### config.mk
export PLATFORM = sky130hd
export DESIGN_NAME = unified_mem_arbiter
export DESIGN_NICKNAME = d
export VERILOG_FILES = /design/src/rtl/mem_arb_pkg.sv /design/src/rtl/mem_addr_xlate.sv /design/src/rtl/unified_mem_arbiter.sv
export SDC_FILE = /design/constraint.sdc
export NUM_CORES = 1
export LEC_CHECK = 0
export BUFFER_PORTS_ARGS = -buffer_cell sky130_fd_sc_hd__buf_2
export CAP_MARGIN = 20
export CORE_AREA = 5 5 202 204
export DETAILED_ROUTE_END_ITERATION = 6
export DIE_AREA = 0 0 207 209
export PLACE_DENSITY_LB_ADDON = 0.3
export SLEW_MARGIN = 25
export SYNTH_ARGS = -nofsm -noshare
export SYNTH_HDL_FRONTEND = slang
export SYNTH_SLANG_ARGS = --single-unit
### constraint.sdc
create_clock -name clock -period 3.6 [get_ports clock]
set_input_delay 0 -clock clock [delete_from_list [all_inputs] [get_ports clock]]
set_output_delay 0 -clock clock [all_outputs]
set_load 0.02 [all_outputs]
### src/rtl/mem_arb_pkg.sv
// Shared types and helpers for the unified I/D memory arbiter.
//   arb_state_e   : arbiter FSM states
//   grant_e       : which requester owns the RAM port
//   rd_ctx_t      : context captured when a read is accepted
//   MEM_BASE_ADDR : default byte address of RAM word 0
//   MEM_IDX_W     : default RAM word-index width
//   strb2mask     : byte strobes -> per-bit write mask
package mem_arb_pkg;

  localparam logic [63:0] MEM_BASE_ADDR = 64'h8000_0000;
  localparam int unsigned MEM_IDX_W     = 28;

  typedef enum logic [1:0] {
    IDLE  = 2'd0,
    RSP_I = 2'd1,
    RSP_D = 2'd2
  } arb_state_e;

  typedef enum logic {
    GNT_IBUS = 1'b0,
    GNT_DBUS = 1'b1
  } grant_e;

  // Everything needed to form the response one cycle after the grant.
  typedef struct packed {
    logic err;       // address was outside the RAM window
    logic word_sel;  // which 32-bit half of the RAM word a fetch wants
  } rd_ctx_t;

  // Replicate each strobe bit across its byte lane.
  function automatic logic [63:0] strb2mask(input logic [7:0] strb);
    logic [63:0] mask;
    mask = '0;
    for (int i = 0; i < 8; i++) begin
      mask[i*8 +: 8] = {8{strb[i]}};
    end
    return mask;
  endfunction

endpackage

### src/rtl/mem_addr_xlate.sv
// Byte address -> RAM word index translation with window check.
//   addr     in   64     byte address from a requester
//   idx      out  IDX_W  RAM word index ((addr - BASE_ADDR) / 8)
//   in_range out  1      address lies inside [BASE_ADDR, BASE_ADDR + 2^(IDX_W+3))
//   word_sel out  1      upper/lower 32-bit half of the 64-bit RAM word
import mem_arb_pkg::*;

module mem_addr_xlate #(
  parameter logic [63:0] BASE_ADDR = MEM_BASE_ADDR,
  parameter int unsigned IDX_W     = MEM_IDX_W
) (
  input  logic [63:0]      addr,
  output logic [IDX_W-1:0] idx,
  output logic             in_range,
  output logic             word_sel
);

  logic [63:0] offset;

  // Unsigned subtraction: addresses below BASE_ADDR wrap high and fail the check.
  assign offset   = addr - BASE_ADDR;
  assign in_range = (offset >> (IDX_W + 3)) == 64'd0;
  assign idx      = offset[IDX_W+2:3];
  assign word_sel = offset[2];

endmodule

### src/rtl/unified_mem_arbiter.sv
// Shares one synchronous single-port RAM between the instruction fetch bus
// (ibus) and the load/store bus (dbus).
//   clock, reset (sync, active-high)
//   ibus_cmd_* / ibus_rsp_* : 32-bit fetch requests and responses
//   dbus_cmd_* / dbus_rsp_* : 64-bit load/store requests and load responses
//   ram_*                   : RAMHelper-style port, read data valid the cycle after ram_en
// Reads occupy the port for two cycles (grant, response); stores complete in
// the grant cycle so back-to-back stores run at one per cycle.
// Optional feature: define MEM_ARB_RR_EN for round-robin arbitration on ties;
// otherwise dbus has fixed priority over ibus.
import mem_arb_pkg::*;

module unified_mem_arbiter #(
  parameter logic [63:0] BASE_ADDR = MEM_BASE_ADDR,
  parameter int unsigned IDX_W     = MEM_IDX_W
) (
  input  logic             clock,
  input  logic             reset,
  input  logic             ibus_cmd_valid,
  output logic             ibus_cmd_ready,
  input  logic [63:0]      ibus_cmd_addr,
  output logic             ibus_rsp_valid,
  output logic [31:0]      ibus_rsp_data,
  output logic             ibus_rsp_err,
  input  logic             dbus_cmd_valid,
  output logic             dbus_cmd_ready,
  input  logic [63:0]      dbus_cmd_addr,
  input  logic             dbus_cmd_wen,
  input  logic [63:0]      dbus_cmd_wdata,
  input  logic [7:0]       dbus_cmd_wstrb,
  output logic             dbus_rsp_valid,
  output logic [63:0]      dbus_rsp_data,
  output logic             dbus_rsp_err,
  output logic             ram_en,
  output logic [IDX_W-1:0] ram_idx,
  output logic             ram_wen,
  output logic [63:0]      ram_wdata,
  output logic [63:0]      ram_wmask,
  input  logic [63:0]      ram_rdata
);

  arb_state_e       state_q, state_d;
  rd_ctx_t          rd_ctx_q, rd_ctx_d;
  grant_e           tie_winner;
  logic             gnt_i, gnt_d;
  logic [IDX_W-1:0] i_idx, d_idx;
  logic             i_in_range, d_in_range;
  logic             i_word_sel, d_word_sel;

  // Per-requester address translation.
  mem_addr_xlate #(.BASE_ADDR(BASE_ADDR), .IDX_W(IDX_W)) u_ibus_xlate (
    .addr     (ibus_cmd_addr),
    .idx      (i_idx),
    .in_range (i_in_range),
    .word_sel (i_word_sel)
  );

  mem_addr_xlate #(.BASE_ADDR(BASE_ADDR), .IDX_W(IDX_W)) u_dbus_xlate (
    .addr     (dbus_cmd_addr),
    .idx      (d_idx),
    .in_range (d_in_range),
    .word_sel (d_word_sel)
  );

  // Who wins when both requesters are valid in IDLE.
`ifdef MEM_ARB_RR_EN
  grant_e last_grant_q, last_grant_d;

  assign tie_winner = (last_grant_q == GNT_IBUS) ? GNT_DBUS : GNT_IBUS;

  always_ff @(posedge clock) begin
    if (reset) begin
      last_grant_q <= GNT_IBUS;
    end else begin
      last_grant_q <= last_grant_d;
    end
  end
`else
  assign tie_winner = GNT_DBUS;
`endif

  // State and read-context registers.
  always_ff @(posedge clock) begin
    if (reset) begin
      state_q  <= IDLE;
      rd_ctx_q <= '0;
    end else begin
      state_q  <= state_d;
      rd_ctx_q <= rd_ctx_d;
    end
  end

  // Next state, grant and RAM/response outputs; everything held low during reset.
  always_comb begin
    state_d        = state_q;
    rd_ctx_d       = rd_ctx_q;
    gnt_i          = 1'b0;
    gnt_d          = 1'b0;
    ibus_cmd_ready = 1'b0;
    dbus_cmd_ready = 1'b0;
    ibus_rsp_valid = 1'b0;
    ibus_rsp_data  = '0;
    ibus_rsp_err   = 1'b0;
    dbus_rsp_valid = 1'b0;
    dbus_rsp_data  = '0;
    dbus_rsp_err   = 1'b0;
    ram_en         = 1'b0;
    ram_idx        = '0;
    ram_wen        = 1'b0;
    ram_wdata      = '0;
    ram_wmask      = '0;
`ifdef MEM_ARB_RR_EN
    last_grant_d   = last_grant_q;
`endif

    if (!reset) begin
      unique case (state_q)
        IDLE: begin
          gnt_d          = dbus_cmd_valid && (!ibus_cmd_valid || (tie_winner == GNT_DBUS));
          gnt_i          = ibus_cmd_valid && !gnt_d;
          ibus_cmd_ready = gnt_i;
          dbus_cmd_ready = gnt_d;

          if (gnt_i) begin
            // Out-of-range fetches still take the response slot to report the error.
            ram_en            = i_in_range;
            ram_idx           = i_in_range ? i_idx : '0;
            rd_ctx_d.err      = !i_in_range;
            rd_ctx_d.word_sel = i_word_sel;
            state_d           = RSP_I;
`ifdef MEM_ARB_RR_EN
            last_grant_d      = GNT_IBUS;
`endif
          end else if (gnt_d) begin
            ram_en  = d_in_range;
            ram_idx = d_in_range ? d_idx : '0;
            if (dbus_cmd_wen) begin
              // Stores finish here; out-of-range stores are dropped.
              ram_wen   = d_in_range;
              ram_wdata = d_in_range ? dbus_cmd_wdata : '0;
              ram_wmask = d_in_range ? strb2mask(dbus_cmd_wstrb) : '0;
            end else begin
              rd_ctx_d.err      = !d_in_range;
              rd_ctx_d.word_sel = d_word_sel;
              state_d           = RSP_D;
            end
`ifdef MEM_ARB_RR_EN
            last_grant_d = GNT_DBUS;
`endif
          end
        end

        RSP_I: begin
          ibus_rsp_valid = 1'b1;
          ibus_rsp_err   = rd_ctx_q.err;
          if (!rd_ctx_q.err) begin
            ibus_rsp_data = rd_ctx_q.word_sel ? ram_rdata[63:32] : ram_rdata[31:0];
          end
          state_d = IDLE;
        end

        RSP_D: begin
          dbus_rsp_valid = 1'b1;
          dbus_rsp_err   = rd_ctx_q.err;
          if (!rd_ctx_q.err) begin
            dbus_rsp_data = ram_rdata;
          end
          state_d = IDLE;
        end

        default: begin
          state_d = IDLE;
        end
      endcase
    end
  end

endmodule

Word level (Yosys, flattened, before mapping):

Index checks and enable logic that the tools add are counted.

* bits in read-only memories: 0
* RAM bits: 0
* word-level logic and storage cells: 76
* bits in latches: 0
* memories: 0
* output and inout bits: 260
* bits in registers: 4

* reductions and logical operators: 13
* multipliers: 0
* mux-type cells: 52
* shift-type cells: 0
* eq/ne operators: 3
* add/subtract/negate cells: 2
* divide/modulo/power cells: 0
* bitwise gates (word level): 2
* $lt $le $gt $ge: 0

Operators by type and width (count)
* 2-to-1 mux 64 bit: 15
* 2-to-1 mux 28 bit: 6
* zero test 64 bit: 2
* 2-to-1 mux 32 bit: 4
* subtractor 64 x 32 -> 64 bit, second input constant: 2
* 2-to-1 mux 1 bit: 24
* 2-to-1 mux 2 bit: 3
* AND reduction 2 bit: 2
* zero test 1 bit: 3
* AND reduction 3 bit: 1
* OR reduction 3 bit: 1
* == test 2 x 1 -> 1 bit, second input constant: 1
* == test 2 bit, second input constant: 1
* zero test 2 bit: 1
* != test 2 x 1 -> 1 bit, second input constant: 1
* NOT 1 bit: 2
* nonzero test 2 bit: 1
* OR reduction 2 bit: 1
* logical AND 1 bit: 1

Depth between registers and ports, before layout:

* word-level depth: 8
* gate-level depth with buffers: 9
* mapped depth without buffers: 6

Modules after synthesis:

Synthesis repeated with hierarchy kept, for this count alone.

* cells, all modules: 551
* area total of the unflattened synthesis: 3554.7 um^2

By module, submodules not included
* unified_mem_arbiter: cells an instance 415, instances 1, area each 2608.8 um^2, sequential area each 80.1 um^2
* mem_addr_xlate: cells an instance 68, instances 2, area each 473.0 um^2, sequential area each 0.0 um^2

Least setup slack after synthesis:

No wires, ideal clock.

* path type: input to output
* from: input port dbus_cmd_addr[49]
* to: output port ram_wmask[10]
* stages: 9
* arrival: 2.402 ns
* data required time: 3.600 ns
* path slack: 1.198 ns
* path through: or3_1 -> or4_4 -> o31a_1 -> a211oi_2 -> and4_1 -> buf_6 -> buf_6 -> and2_1 -> buf_4

* longest elaborated chain between the ends: 8

Ends and longest elaborated chain
* start: declaration: line unified_mem_arbiter.sv:27 `input logic [63:0] dbus_cmd_addr,`
* subtractor 64 x 32 -> 64 bit: line mem_addr_xlate.sv:21 `assign offset = addr - BASE_ADDR;`
* zero test 64 bit: line mem_addr_xlate.sv:22 `assign in_range = (offset >> (IDX_W + 3)) == 64'd0;`
* 2-to-1 mux 64 bit: line unified_mem_arbiter.sv:141 `ram_wmask = d_in_range ? strb2mask(dbus_cmd_wstrb) : '0;`
* 2-to-1 mux 64 bit: line unified_mem_arbiter.sv:137 `if (dbus_cmd_wen) begin`
* 2-to-1 mux 64 bit: line unified_mem_arbiter.sv:134 `end else if (gnt_d) begin`
* 2-to-1 mux 64 bit: line unified_mem_arbiter.sv:124 `if (gnt_i) begin`
* 2-to-1 mux 64 bit: line unified_mem_arbiter.sv:117 `unique case (state_q)`
* 2-to-1 mux 64 bit: line unified_mem_arbiter.sv:116 `if (!reset) begin`
* end: declaration: line unified_mem_arbiter.sv:38 `output logic [63:0] ram_wmask,`

Every way passes these cells.

Worst setup path in the final report:

* from: input port dbus_cmd_addr[49]
* to: output port ram_wmask[3]

The elaborated chain is that of the path after synthesis.

==> flow_summary.toml <==
[final_layout]
drive_above_1_share_pct = 61.8
diodes = 0
final_util_pct = 14.5
area_delta_synth_final_pct = 100
nets = 1164
design_area_mm2 = 0.00567
instances_no_fill = 1418

[worst_setup_path]
r2r_slack_ps = 2480
ff2ff_path_depth = 3
r2r-start = "state_q[0]"
end_kind = "output port"
cp_data_required_time_ps = 3600
crit_type = "primary input to output port"
r2r_end = "rd_ctx_q[1]"
worstPathArrival_ps = 2930
startpoint_type = "primary input"
crit_fanout = 73

[power_and_ir_drop]
clkPwrFrac_pct = 31.4
p_comb_share_pct = 58.6
peakVddDrop_mv = 0.112
p_int_uw = 356
switching_share_pct = 35.2
powerDensity_mw_per_mm2 = 97.0
p_switching_uw = 194
p_seq_share_pct = 10.0
p_leak_nw = 3.45
power_uw = 550

[job]
maxCapViolCount = 0

[grt]
grt_pass1_vias = 4713
grt_max_degree = 74
antenna_found_initial = 0
grt_usage_pct = 7.71
grt_overflow = 0
grt_pass1_wl_um = 27200

[timing]
fmax_mhz = 341
max_slew_margin_pct = 63.7
setup_viol = 0
fin_tns_setup_ps = 0
setup_ws_ps = 668
worst_pin_slew_ps = 544
post-route-period-util_pct = 81.4
finalCriticalPeriod_ps = 2930
clock_skew_ps = 1.21
hold_viol_final = 0
slew_viol_final = 0
rsz0062_at_grt = "no"
whs_ps = 20.5

[drt]
drtPass1Iterations = 4
vias = 4649
drt_iter0_drc = 151
drt_wl_total_um = 18900
avgRoutedWirePerCell_um = 13.3
post_drt_via_cell_ratio = 3.28
final_antenna_net_count = 0
post-route-drc-count = 0

[logic_synthesis]
synth.most_common_cell = "and2_1"
synth_top_cell_area_share_pct = 31.3
ys_top_cells_by_count = "142 x and2_1, 58 x nand2_1, 56 x buf_4"
synth_seq_area_share_pct = 2.83
async_flop_share_pct = 0
syn_nets = 715
synthCells = 446
yosys-top-cells-area = "and2_1 31%, buf_4 15%, mux2i_1 11%, nand2_1 7.7%, nor2_1 4.8%"
yosys_warnings = 0
synth_area_leader_cell = "and2_1"
syn_area_per_cell_um2 = 6.35
ys_types = 37
ys_ff_latch = 4
synth-edff-count = 0
ys.flop_type = "dfxtp_1"
synth.cell_area_mm2 = 0.00283

[clock_network]
clkTransAtPathRegs_ps = 30
post_cts_buffers = 0
ctsHoldBuffers = 0
cts.sinks = 4
cts_root_buf = "clkbuf_16"
htreeDepth = 1
cts-resized-gates = 0
cts_buffer_depth = 2
cts_tree = "built"
clk_latency_ps = 220
numCtsBuffers = 3

[status]
outcome = "finished clean"

[hold_path]
hold_depth = 2
holdCritStartpoint = "reset"
hp-class = "primary input to flip-flop"
worstHoldEndpoint = "rd_ctx_q[0]"

[floorplan]
die_w_um = 207
rows = 73
die_h_um = 209
dieArea_mm2 = 0.0433
initial_core_util_pct = 7.25
coreArea_mm2 = 0.0391
io_pins = 529

[placement]
gp_congestion = 0.890
post_dp_cell_area_mm2 = 0.00560
dp_slack_ps = 643
port_buffers = 524
dp.cells = 1415
hpwl_um = 16900
## routing by layer
| metal | up-vias | share of wire (%) | track usage [%] |
|---|---|---|---|
| li1 | 2296 | - | - |
| met1 | 2039 | 38 | 8.64 |
| met2 | 299 | 52 | 14.9 |
| met3 | 15 | 8.1 | 1.67 |
| met4 | 0 | 1.5 | 1.64 |
| met5 | - | 0 | 0 |
## critical path, cell delays in order
cell,delay (ps)
buf_2,110
or3_1,390
or4_4,500
o31a_1,300
a211oi_2,300
and4_2,330
buf_12,220
and2_1,480
buf_2,260
## power by group through the flow
stage	combinational, mW	clock (mW)	sequential, mW
2_1_floorplan	0.129	0	0.0501
3_5_place_dp	0.323	0	0.0566
4_1_cts	0.325	0.177	0.0560
5_1_grt	0.354	0.181	0.0564
6_report	0.322	0.172	0.0552
3_3_place_gp	0.321	0	0.0563
## placed cells by master, fill, tap and decap left out, types with 7 or more instances in the layout
master   netlist  final
a21oi_1       20     20
a21oi_2        9      9
and2_1       142    142
buf_2          1    524
buf_4         56      7
mux2i_1       32     32
nand2_1       58     58
nor2_1        36     36
nor4_1        13     13
## final cells by class
cell class	instances	area (um^2)
multi-input combinational	352	2160
inverter	2	7.51
timing repair buffer	532	2700
sequential	4	81.3
tap	525	657
clock buffer	3	75.1
fill	4574	33400
## registers in the layout, indices dropped and copies added, names as in the netlist
| signal | flops |
|---|---|
| rd_ctx_q | 2 |
| state_q | 2 |
## how the worst max path moves through the flow
| stage | slack [ps] | startpoint | end | depth (start not counted) |
|---|---|---|---|---|
| global placement | 670 | dbus_cmd_addr[49] | ram_wmask[3] | 9 |
| finish | 670 | dbus_cmd_addr[49] | ram_wmask[3] | 9 |
| detailed placement | 640 | dbus_cmd_addr[49] | ram_wmask[48] | 9 |
| floorplan | 1200 | dbus_cmd_addr[49] | ram_wmask[10] | 9 |
| CTS | 630 | dbus_cmd_addr[49] | ram_wmask[48] | 9 |
| global route | 510 | dbus_cmd_addr[40] | ram_wmask[55] | 9 |
## kinds of logic (layout without fill, tap and decap cells)
logic type / after synthesis / after routing / synth area share, %
and+or+nand+nor: 279 / 279 / 54.2
AOI/OAI and AO/OA: 39 / 39 / 9.32
muxes: 32 / 32 / 11.3
DFF: 4 / 4 / 2.83
xor gates and xnor gates: 2 / 2 / 0.618
buffers and inverters: 90 / 537 / 21.8
Power figures use the tool's default switching activity.
